--- src/rtl/cl_mem_access_pkg.sv ---
// Shared types for the data-memory access controller: the decoded control
// bundle, the access FSM states and the byte-lane geometry.
package cl_mem_access_pkg;

  localparam int kBYTE_LANES = 4;

  // Decoded control bundle handed over from the decode/execute stages.
  typedef struct packed {
    logic is_load_op_c;
    logic op_writes_rf_c;
    logic is_mem_op_c;
    logic is_store_op_c;
    logic is_byte_op_c;
  } ctrl_sigs;

  typedef enum logic [1:0] {
    IDLE,
    REQ,
    WAIT,
    ERR
  } mem_state_e;

  // Byte-lane write enables: one lane for byte stores, all lanes for words.
  function automatic logic [kBYTE_LANES-1:0] lane_mask(input logic       is_byte,
                                                       input logic [1:0] lane);
    logic [kBYTE_LANES-1:0] one_lane;
    one_lane = 4'b0001;
    return is_byte ? (one_lane << lane) : {kBYTE_LANES{1'b1}};
  endfunction

endpackage

--- src/rtl/cl_mem_access_byte_lane.sv ---
// Byte-lane steering: store data replication and mask generation, and
// little-endian byte extraction with zero-extension for loads.
module mem_byte_lane
  import cl_mem_access_pkg::*;
(
  input  logic                   is_byte_i,
  input  logic [1:0]             lane_i,
  input  logic [31:0]            store_data_i,
  input  logic [31:0]            load_word_i,
  output logic [31:0]            wdata_o,
  output logic [kBYTE_LANES-1:0] mask_o,
  output logic [31:0]            load_data_o
);

  logic [7:0] load_byte;

  // Steer store data onto lanes and pick the addressed load byte.
  always_comb begin
    // NOTE: every output gets a value on every path so no latch is inferred.
    wdata_o = is_byte_i ? {kBYTE_LANES{store_data_i[7:0]}} : store_data_i;
    mask_o  = lane_mask(is_byte_i, lane_i);
    case (lane_i)
      2'd0:    load_byte = load_word_i[7:0];
      2'd1:    load_byte = load_word_i[15:8];
      2'd2:    load_byte = load_word_i[23:16];
      default: load_byte = load_word_i[31:24];
    endcase
    load_data_o = is_byte_i ? {24'd0, load_byte} : load_word_i;
  end

endmodule

--- src/rtl/cl_mem_access.sv ---
// Data-memory access controller between execute and writeback. Accepts one
// memory instruction, issues it over a valid/ready request port, waits for
// the load response and returns the lane-extracted result as a wb pulse.
module cl_mem_access
  import cl_mem_access_pkg::*;
#(
  parameter int ADDR_WIDTH    = 32,
  parameter int DATA_WIDTH    = 32,
  parameter int RF_ADDR_WIDTH = 5
) (
  input  logic                     clk,
  input  logic                     reset,
  input  logic                     valid_i,
  input  ctrl_sigs                 ctrl_i,
  input  logic [ADDR_WIDTH-1:0]    addr_i,
  input  logic [DATA_WIDTH-1:0]    store_data_i,
  input  logic [RF_ADDR_WIDTH-1:0] rd_i,
  output logic                     stall_o,
  output logic                     dmem_req_valid_o,
  input  logic                     dmem_req_ready_i,
  output logic [ADDR_WIDTH-1:0]    dmem_addr_o,
  output logic                     dmem_wen_o,
  output logic [DATA_WIDTH-1:0]    dmem_wdata_o,
  output logic [kBYTE_LANES-1:0]   dmem_mask_o,
  input  logic                     dmem_resp_valid_i,
  input  logic [DATA_WIDTH-1:0]    dmem_resp_data_i,
  output logic                     wb_valid_o,
  output logic [RF_ADDR_WIDTH-1:0] wb_rd_o,
  output logic [DATA_WIDTH-1:0]    wb_data_o,
  output logic                     misalign_o
);

  mem_state_e               state_q, state_d;
  logic [ADDR_WIDTH-1:0]    addr_q, addr_d;
  logic [DATA_WIDTH-1:0]    store_data_q, store_data_d;
  logic [RF_ADDR_WIDTH-1:0] rd_q, rd_d;
  logic                     is_store_q, is_store_d;
  logic                     is_load_q, is_load_d;
  logic                     writes_rf_q, writes_rf_d;
  logic                     is_byte_q, is_byte_d;
  logic                     wb_valid_q, wb_valid_d;
  logic [RF_ADDR_WIDTH-1:0] wb_rd_q, wb_rd_d;
  logic [DATA_WIDTH-1:0]    wb_data_q, wb_data_d;

  logic                     accept;
  logic [DATA_WIDTH-1:0]    lane_wdata;
  logic [kBYTE_LANES-1:0]   lane_mask_w;
  logic [DATA_WIDTH-1:0]    load_data;

  assign accept = valid_i && ctrl_i.is_mem_op_c;

  mem_byte_lane u_byte_lane (
    .is_byte_i    (is_byte_q),
    .lane_i       (addr_q[1:0]),
    .store_data_i (store_data_q),
    .load_word_i  (dmem_resp_data_i),
    .wdata_o      (lane_wdata),
    .mask_o       (lane_mask_w),
    .load_data_o  (load_data)
  );

  // Next-state and capture logic for the access FSM.
  always_comb begin
    state_d      = state_q;
    addr_d       = addr_q;
    store_data_d = store_data_q;
    rd_d         = rd_q;
    is_store_d   = is_store_q;
    is_load_d    = is_load_q;
    writes_rf_d  = writes_rf_q;
    is_byte_d    = is_byte_q;
    wb_valid_d   = 1'b0;
    wb_rd_d      = wb_rd_q;
    wb_data_d    = wb_data_q;
    case (state_q)
      IDLE: begin
        if (accept) begin
          addr_d       = addr_i;
          store_data_d = store_data_i;
          rd_d         = rd_i;
          is_store_d   = ctrl_i.is_store_op_c;
          is_load_d    = ctrl_i.is_load_op_c;
          writes_rf_d  = ctrl_i.op_writes_rf_c;
          is_byte_d    = ctrl_i.is_byte_op_c;
          state_d      = (!ctrl_i.is_byte_op_c && addr_i[1:0] != 2'b00) ? ERR : REQ;
        end
      end
      REQ: begin
        if (dmem_req_ready_i) state_d = is_load_q ? WAIT : IDLE;
      end
      WAIT: begin
        if (dmem_resp_valid_i) begin
          wb_valid_d = writes_rf_q;
          wb_rd_d    = rd_q;
          wb_data_d  = load_data;
          state_d    = IDLE;
        end
      end
      ERR:     state_d = IDLE;
      default: state_d = IDLE;
    endcase
  end

  // State and captured-operand registers with synchronous reset.
  always_ff @(posedge clk) begin
    if (reset) begin
      state_q      <= IDLE;
      addr_q       <= '0;
      store_data_q <= '0;
      rd_q         <= '0;
      is_store_q   <= 1'b0;
      is_load_q    <= 1'b0;
      writes_rf_q  <= 1'b0;
      is_byte_q    <= 1'b0;
      wb_valid_q   <= 1'b0;
      wb_rd_q      <= '0;
      wb_data_q    <= '0;
    end else begin
      // NOTE: non-blocking so every flop samples pre-edge values together.
      state_q      <= state_d;
      addr_q       <= addr_d;
      store_data_q <= store_data_d;
      rd_q         <= rd_d;
      is_store_q   <= is_store_d;
      is_load_q    <= is_load_d;
      writes_rf_q  <= writes_rf_d;
      is_byte_q    <= is_byte_d;
      wb_valid_q   <= wb_valid_d;
      wb_rd_q      <= wb_rd_d;
      wb_data_q    <= wb_data_d;
    end
  end

  assign stall_o          = (state_q != IDLE) | ((state_q == IDLE) & accept);
  assign dmem_req_valid_o = (state_q == REQ);
  assign dmem_addr_o      = {addr_q[ADDR_WIDTH-1:2], 2'b00};
  assign dmem_wen_o       = is_store_q;
  assign dmem_wdata_o     = lane_wdata;
  assign dmem_mask_o      = is_store_q ? lane_mask_w : '0;
  assign wb_valid_o       = wb_valid_q;
  assign wb_rd_o          = wb_rd_q;
  assign wb_data_o        = wb_data_q;
  assign misalign_o       = (state_q == ERR);

endmodule

--- config.mk ---
export PLATFORM = sky130hd
export DESIGN_NAME = cl_mem_access
export DESIGN_NICKNAME = d
export VERILOG_FILES = /design/src/rtl/cl_mem_access_pkg.sv /design/src/rtl/cl_mem_access_byte_lane.sv /design/src/rtl/cl_mem_access.sv
export SDC_FILE = /design/constraint.sdc
export NUM_CORES = 1
export LEC_CHECK = 0
export BUFFER_PORTS_ARGS = -buffer_cell sky130_fd_sc_hd__buf_2
export CORE_ASPECT_RATIO = 0.7
export CORE_UTILIZATION = 40
export DETAILED_ROUTE_END_ITERATION = 8
export PLACE_DENSITY = 0.73
export SYNTH_ARGS = -nofsm -noshare
export SYNTH_HDL_FRONTEND = slang
export SYNTH_SLANG_ARGS = --single-unit
--- constraint.sdc ---
create_clock -name clk -period 3.8 [get_ports clk]
set_clock_uncertainty 0.05 [all_clocks]
set_input_delay 0.57 -clock clk [delete_from_list [all_inputs] [get_ports clk]]
set_output_delay 0.57 -clock clk [all_outputs]
set_load 0.01 [all_outputs]
==> reports/qor.yml, run 1 <==
finalWirelength_mm: 13.66
viasPerCell: 4.835
finalSetupViolations: 0
cts_root_buf: "clkbuf_16"
core_area_sq_um: 12420
cts_buffers: 17
via_count: 4772
synth_compound_area_share_pct: 16.47
antenna_found_initial: 0
critPathMaxStageDelay_ns: 0.92
worstSetupPathType: "register to output port"
die_x_microns: 136.9
fp-row-count: 34
ir_drop_v: 0.0003000
synth_top_area_cell: "dfxtp_1"
worstPathRequired_ns: 3.18
grt_max_degree: 62
slowest_stage: "dfxtp_2"
regArea_sq_um: 2263
multi_input_area_sq_um: 2108
layout_commonest_cell: "buf_2"
n_antenna_cell: 0
worstReg2RegStart: "state_q[1]"
end_kind: "output port"
start_util_pct: 41.03
clock.fmax_mhz: 395.8
synthAdderAreaFrac_pct: 0
hold_viol_final: 0
cts_setup_buffers: 0
die_y_microns: 96.44
nNetsFinal: 924
cap_viol_max_count: 0
grt_pass1_vias: 4078
power.density_nw_per_um2: 505.4
synth-seq-cells: 113
cts_tree: "yes"
wl_met1_mm: 6.627
final_cell_mix: "buf_2, nand2_1, dfxtp_1, a21oi_1, o21ai_0"
gp_congestion: 0.8258
syn_inst: 658
post-route-util_pct: 52.15
cts_resized: 0
hold_path.class: "input port to register"
p_leak_nw: 2.858
worst_slew_pin_slew_ns: 1.018
cts_hold_buf: 0
critPathLaunch: "is_byte_q"
slew_headroom_pct: 32.14
netlist_area_sq_um: 5096
crit_arrival_ns: 1.91
dr.first_iter.drc_count: 300
wl_met2_mm: 5.796
fillers: 1223
period_needed_ns: 2.527
drive_above_1_share_pct: 32.12
path_max_fanout: 56
clkLatencyLatePin_ns: 0.40
synth_edf_count: 0
cp_cell_sequence: "nand2_1 -> o21ai_0 -> buf_2"
hold_start: "store_data_i[8]"
drc: 0
ys.flop_type: "dfxtp_1"
grt_pass1_wl_mm: 20.69
routedWlPerCell_microns: 13.84
ys_async_sr_fraction_pct: 0
top_layer: "met4"
ys_seq_area_share_pct: 44.39
synthMuxAreaShare_pct: 1.768
die-area_sq_um: 13200
synth_cell_types: 30
area_delta_synth_final_pct: 27.11
timing.final.crit_share_pct: 66.49
io_buffers: 218
synth_xor_area_share_pct: 0
fin_setup_tns_ns: 0
synth_top_area_share_pct: 44.39
track_usage_pct: 20.36
final_antenna_net_count: 0
numClockSinks: 113
cts_buffer_depth: 2
clk_pin_slew_ns: 0.06
rsz0062_at_grt: "no"
synthTopCellsByArea: "dfxtp_1, nand2_1, a21oi_1"
cts-htree-levels: 4
wl_met3_mm: 1.166
yosysWarnings: 0
grt_overflow_total: 0
slew_violations: 0
cp-start-kind: "register"
detailed_place_hpwl_mm: 9.445
outcome: "finished, final reports clean"
synth_top_family_by_area: "simple AND/OR/NAND/NOR gates"
synthSimpleGateAreaFrac_pct: 22.88
syn_area_per_cell_sq_um: 7.745
drtPass1Iterations: 5
io_pins: 221
-- layout make-up --
cell class / count / area share [%]
repair buffers: 225 / 17.89
inverters: 32 / 1.854
multi-input cells: 424 / 32.55
well taps: 162 / 3.129
flip-flops and latches: 113 / 34.94
clock inverters: 11 / 2.897
clock buffers: 20 / 6.741
-- per-layer routing --
metal  up-vias  GRT usage, %
li1       2422             -
met1      2173         27.98
met2       171         29.61
met3         6         7.720
met4         0         5.495
met5         -             0
-- flip-flops by register name, indices dropped and copies added, names as in the netlist --
register,flops
store_data_q,32
is_load_q,1
wb_data_o,32
is_byte_q,1
dmem_wen_o,1
addr_q,32
state_q,2
writes_rf_q,1
wb_rd_o,5
rd_q,5
wb_valid_o,1
-- cells by family after synthesis --
| family | count (synthesis) |
|---|---|
| AOI/OAI and AO/OA | 156 |
| buffers and inverters | 122 |
| DFF | 113 |
| muxes | 9 |
| other | 1 |
| and+or+nand+nor | 257 |
-- where the power goes --
group | internal [W] | total, W | switching [W]
clock network | 0.00115 | 0.00169 | 0.000540
registers | 0.00123 | 0.00127 | 0.0000403
logic | 0.000129 | 0.000305 | 0.000176
-- worst max-delay path: cells and delay by family (launching register included) --
| kind | cells | cell delay [ns] |
|---|---|---|
| compound gates | 1 | 0.16 |
| buf+inv | 1 | 0.16 |
| flops | 1 | 0.92 |
| simple gates | 1 | 0.26 |
-- final timing paths --
| kind | end | slack, ns | cells past startpoint |
|---|---|---|---|
| max | dmem_wdata_o[25] | 1.27 | 3 |
| min | store_data_q[8] | 0.35 | 3 |
| max reg2reg | wb_data_o[3] | 1.54 | 4 |
| min reg2reg | addr_q[2] | 0.40 | 2 |
-- per-stage QoR --
step | setup slack, ns | area, sq um | total power [W] | hold WS [ns] | instances
after floorplan | 2.232 | 5100 | 0.001497 | 0.3815 | 659
final | 1.273 | 6477 | 0.003274 | 0.3484 | 987
after detailed placement | 1.537 | 5853 | 0.001604 | 0.3915 | 956
after global placement | 1.596 | 5853 | 0.001600 | 0.3883 | 956
after global routing | 1.109 | 6477 | 0.003411 | 0.3424 | 987
after CTS | 1.247 | 6477 | 0.003307 | 0.3352 | 987
-- Yosys cell counts (all sizes together), types with 2 or more instances --
library cell  number
nand2            192
a21boi             3
nor2              11
nand2b             3
a21oi            103
nand3              2
mux2i              9
a221oi             7
buf               63
o21ai             41
nor3              10
and2               2
clkbuf            27
dfxtp            113
inv               32
nor3b              2
nand3b            32
Power figures use the tool's default switching activity.
==> inputs of run 2 (changes only) <==
- ABC_AREA: unset -> 1
- PLACE_DENSITY: 0.73 -> 0.74
- clock period: 3.8 -> 2.6 ns (I/O delays scaled with it)
==> reports/qor.yml, run 2 <==
outcome: "finished, final reports clean"
ys.flop_type: "dfxtp_1"
synth_top_area_cell: "dfxtp_1"
cp-start-kind: "register"
end_kind: "output port"
p_leak_nw: 3.080
syn_inst: 691
intPower_w: 0.003266
hold_path.class: "input port to register"
antenna_found_initial: 2
gp_congestion: 0.8511
numClockSinks: 113
die_y_microns: 94.92
p_clk_share_pct: 44.3
cts_setup_buffers: 0
start_util_pct: 41.63
grt_pass1_wl_mm: 21.67
cts_buffers: 17
p_sw_w: 0.001194
drive_above_1_share_pct: 30.56
layout_commonest_cell: "buf_2"
fin_setup_tns_ns: 0
synth_cell_types: 22
viasPerCell: 4.903
cts_root_buf: "clkbuf_16"
switching_share_pct: 26.78
grt_max_degree: 62
rsz0062_at_grt: "no"
period_needed_ns: 2.057
slew_violations: 0
synthTopCellsByArea: "dfxtp_1, nor2_1, nand2_1"
cts_buffer_depth: 2
detailed_place_hpwl_mm: 9.709
fillers: 1182
worstPathRequired_ns: 2.16
ir_drop_v: 0.0004304
fin_ws_ns: 0.5431
cts_hold_buf: 0
drtPass1Iterations: 5
final_cell_mix: "buf_2, nor2_1, nand2_1, dfxtp_1, o21ai_0"
die-area_sq_um: 12790
synth_edf_count: 0
syn_area_per_cell_sq_um: 7.140
die_x_microns: 134.7
cts_resized: 0
pre_cts_slack_ns: 0.7822
path_max_fanout: 16
clock.fmax_mhz: 486.2
core_area_sq_um: 11850
io_buffers: 218
comb_power_share_pct: 13.4
clk_pin_slew_ns: 0.05
slew_headroom_pct: 43.72
nNetsFinal: 962
grt_pass1_vias: 4286
synth-seq-cells: 113
finalWirelength_mm: 14.00
cts-htree-levels: 4
synth_common_cells: "nor2_1, nand2_1, dfxtp_1"
crit_arrival_ns: 1.62
power.density_nw_per_um2: 708.7
final_antenna_net_count: 0
seqPwrFrac_pct: 42.4
finalSetupViolations: 0
cap_viol_max_count: 0
drc: 0
worstSetupPathType: "register to output port"
synthMostInstantiatedCell: "nor2_1"
io_pins: 221
synth_top_area_share_pct: 45.85
area_delta_synth_final_pct: 27.59
cts_tree: "yes"
dpl.cell_count: 989
yosysWarnings: 0
fin_cells: 1023
track_usage_pct: 21.83
timing.final.crit_share_pct: 79.11
ys_async_sr_fraction_pct: 0
netlist_area_sq_um: 4933
clkLatencyLatePin_ns: 0.39
routedWlPerCell_microns: 13.68
fp-row-count: 33
post-route-util_pct: 53.12
ys_seq_area_share_pct: 45.85
hold_viol_final: 0
dr.first_iter.drc_count: 352
grt_overflow_total: 0
worst_slew_pin_slew_ns: 0.8412
via_count: 5016
==> run 2: cell count changes after synthesis, sizes merged, moves of 6 or more <==
| cell | change |
|---|---|
| a21oi | -47 |
| a221oi | -7 |
| buf | -6 |
| inv | -11 |
| mux2i | -9 |
| nand2 | -68 |
| nand3 | +21 |
| nand3b | -32 |
| nand4 | +24 |
| nor2 | +145 |
| nor3 | -9 |
| o21ai | +42 |
==> run 2: critical path: stages (launching register included) <==
cell     delay, ns
dfxtp_1       0.64
nand2_1       0.09
buf_4         0.20
a21oi_1       0.14
buf_2         0.15
==> run 2: layout make-up <==
type / instances / area [sq um] / area share (%)
clock inverters: 12 / 70.07 / 1.113
inverters: 22 / 82.58 / 1.312
well taps: 157 / 196.4 / 3.121
clock buffers: 20 / 436.7 / 6.937
diodes: 2 / 5.005 / 0.07951
repair buffers: 227 / 1184 / 18.80
multi-input cells: 470 / 2058 / 32.70
flip-flops and latches: 113 / 2262 / 35.94
==> run 2: worst paths after layout <==
check,slack [ns],endpoint,cells past startpoint,startpoint
hold reg to reg,0.40,store_data_q[29],2,store_data_q[29]
setup reg to reg,0.84,store_data_q[22],6,state_q[1]
setup / recovery,0.54,dmem_mask_o[3],4,addr_q[0]
hold / removal,0.19,addr_q[19],3,addr_i[19]
==> run 2: routing by layer <==
metal  share of wire, %  track usage, %  vias up
li1                   -               -     2524
met1                 46           29.20     2258
met2                 43           32.90      215
met3                9.8           7.461       17
met4                1.1           6.929        2
met5              0.093               0        -
==> run 2: logic make-up (layout without fill, tap and decap cells) <==
kind of cell / Yosys count / count (layout) / share of synthesized area, %
AOI/OAI and AO/OA: 140 / 140 / 14.23
buffers and inverters: 109 / 281 / 12.50
DFF: 113 / 113 / 45.85
other: 1 / 4 / 0.07601
and+or+nand+nor: 328 / 328 / 27.34
==> run 2: power by group through the flow <==
stage / combinational (W) / sequential [W] / clock [W]
after floorplan: 0.000414 / 0.00191 / 0
after global placement: 0.000592 / 0.00192 / 0
after detailed placement: 0.000596 / 0.00193 / 0
after CTS: 0.000598 / 0.00189 / 0.00201
after global routing: 0.000668 / 0.00190 / 0.00209
final: 0.000596 / 0.00189 / 0.00197
==> run 2: through the flow <==
stage	hold slack (ns)	total power [W]	instance area [sq um]
2_1_floorplan	0.3718	0.002326	4937
3_3_place_gp	0.3889	0.002516	5783
3_5_place_dp	0.3924	0.002522	5783
4_1_cts	0.1779	0.004499	6290
5_1_grt	0.1847	0.004660	6290
6_report	0.1899	0.004461	6295
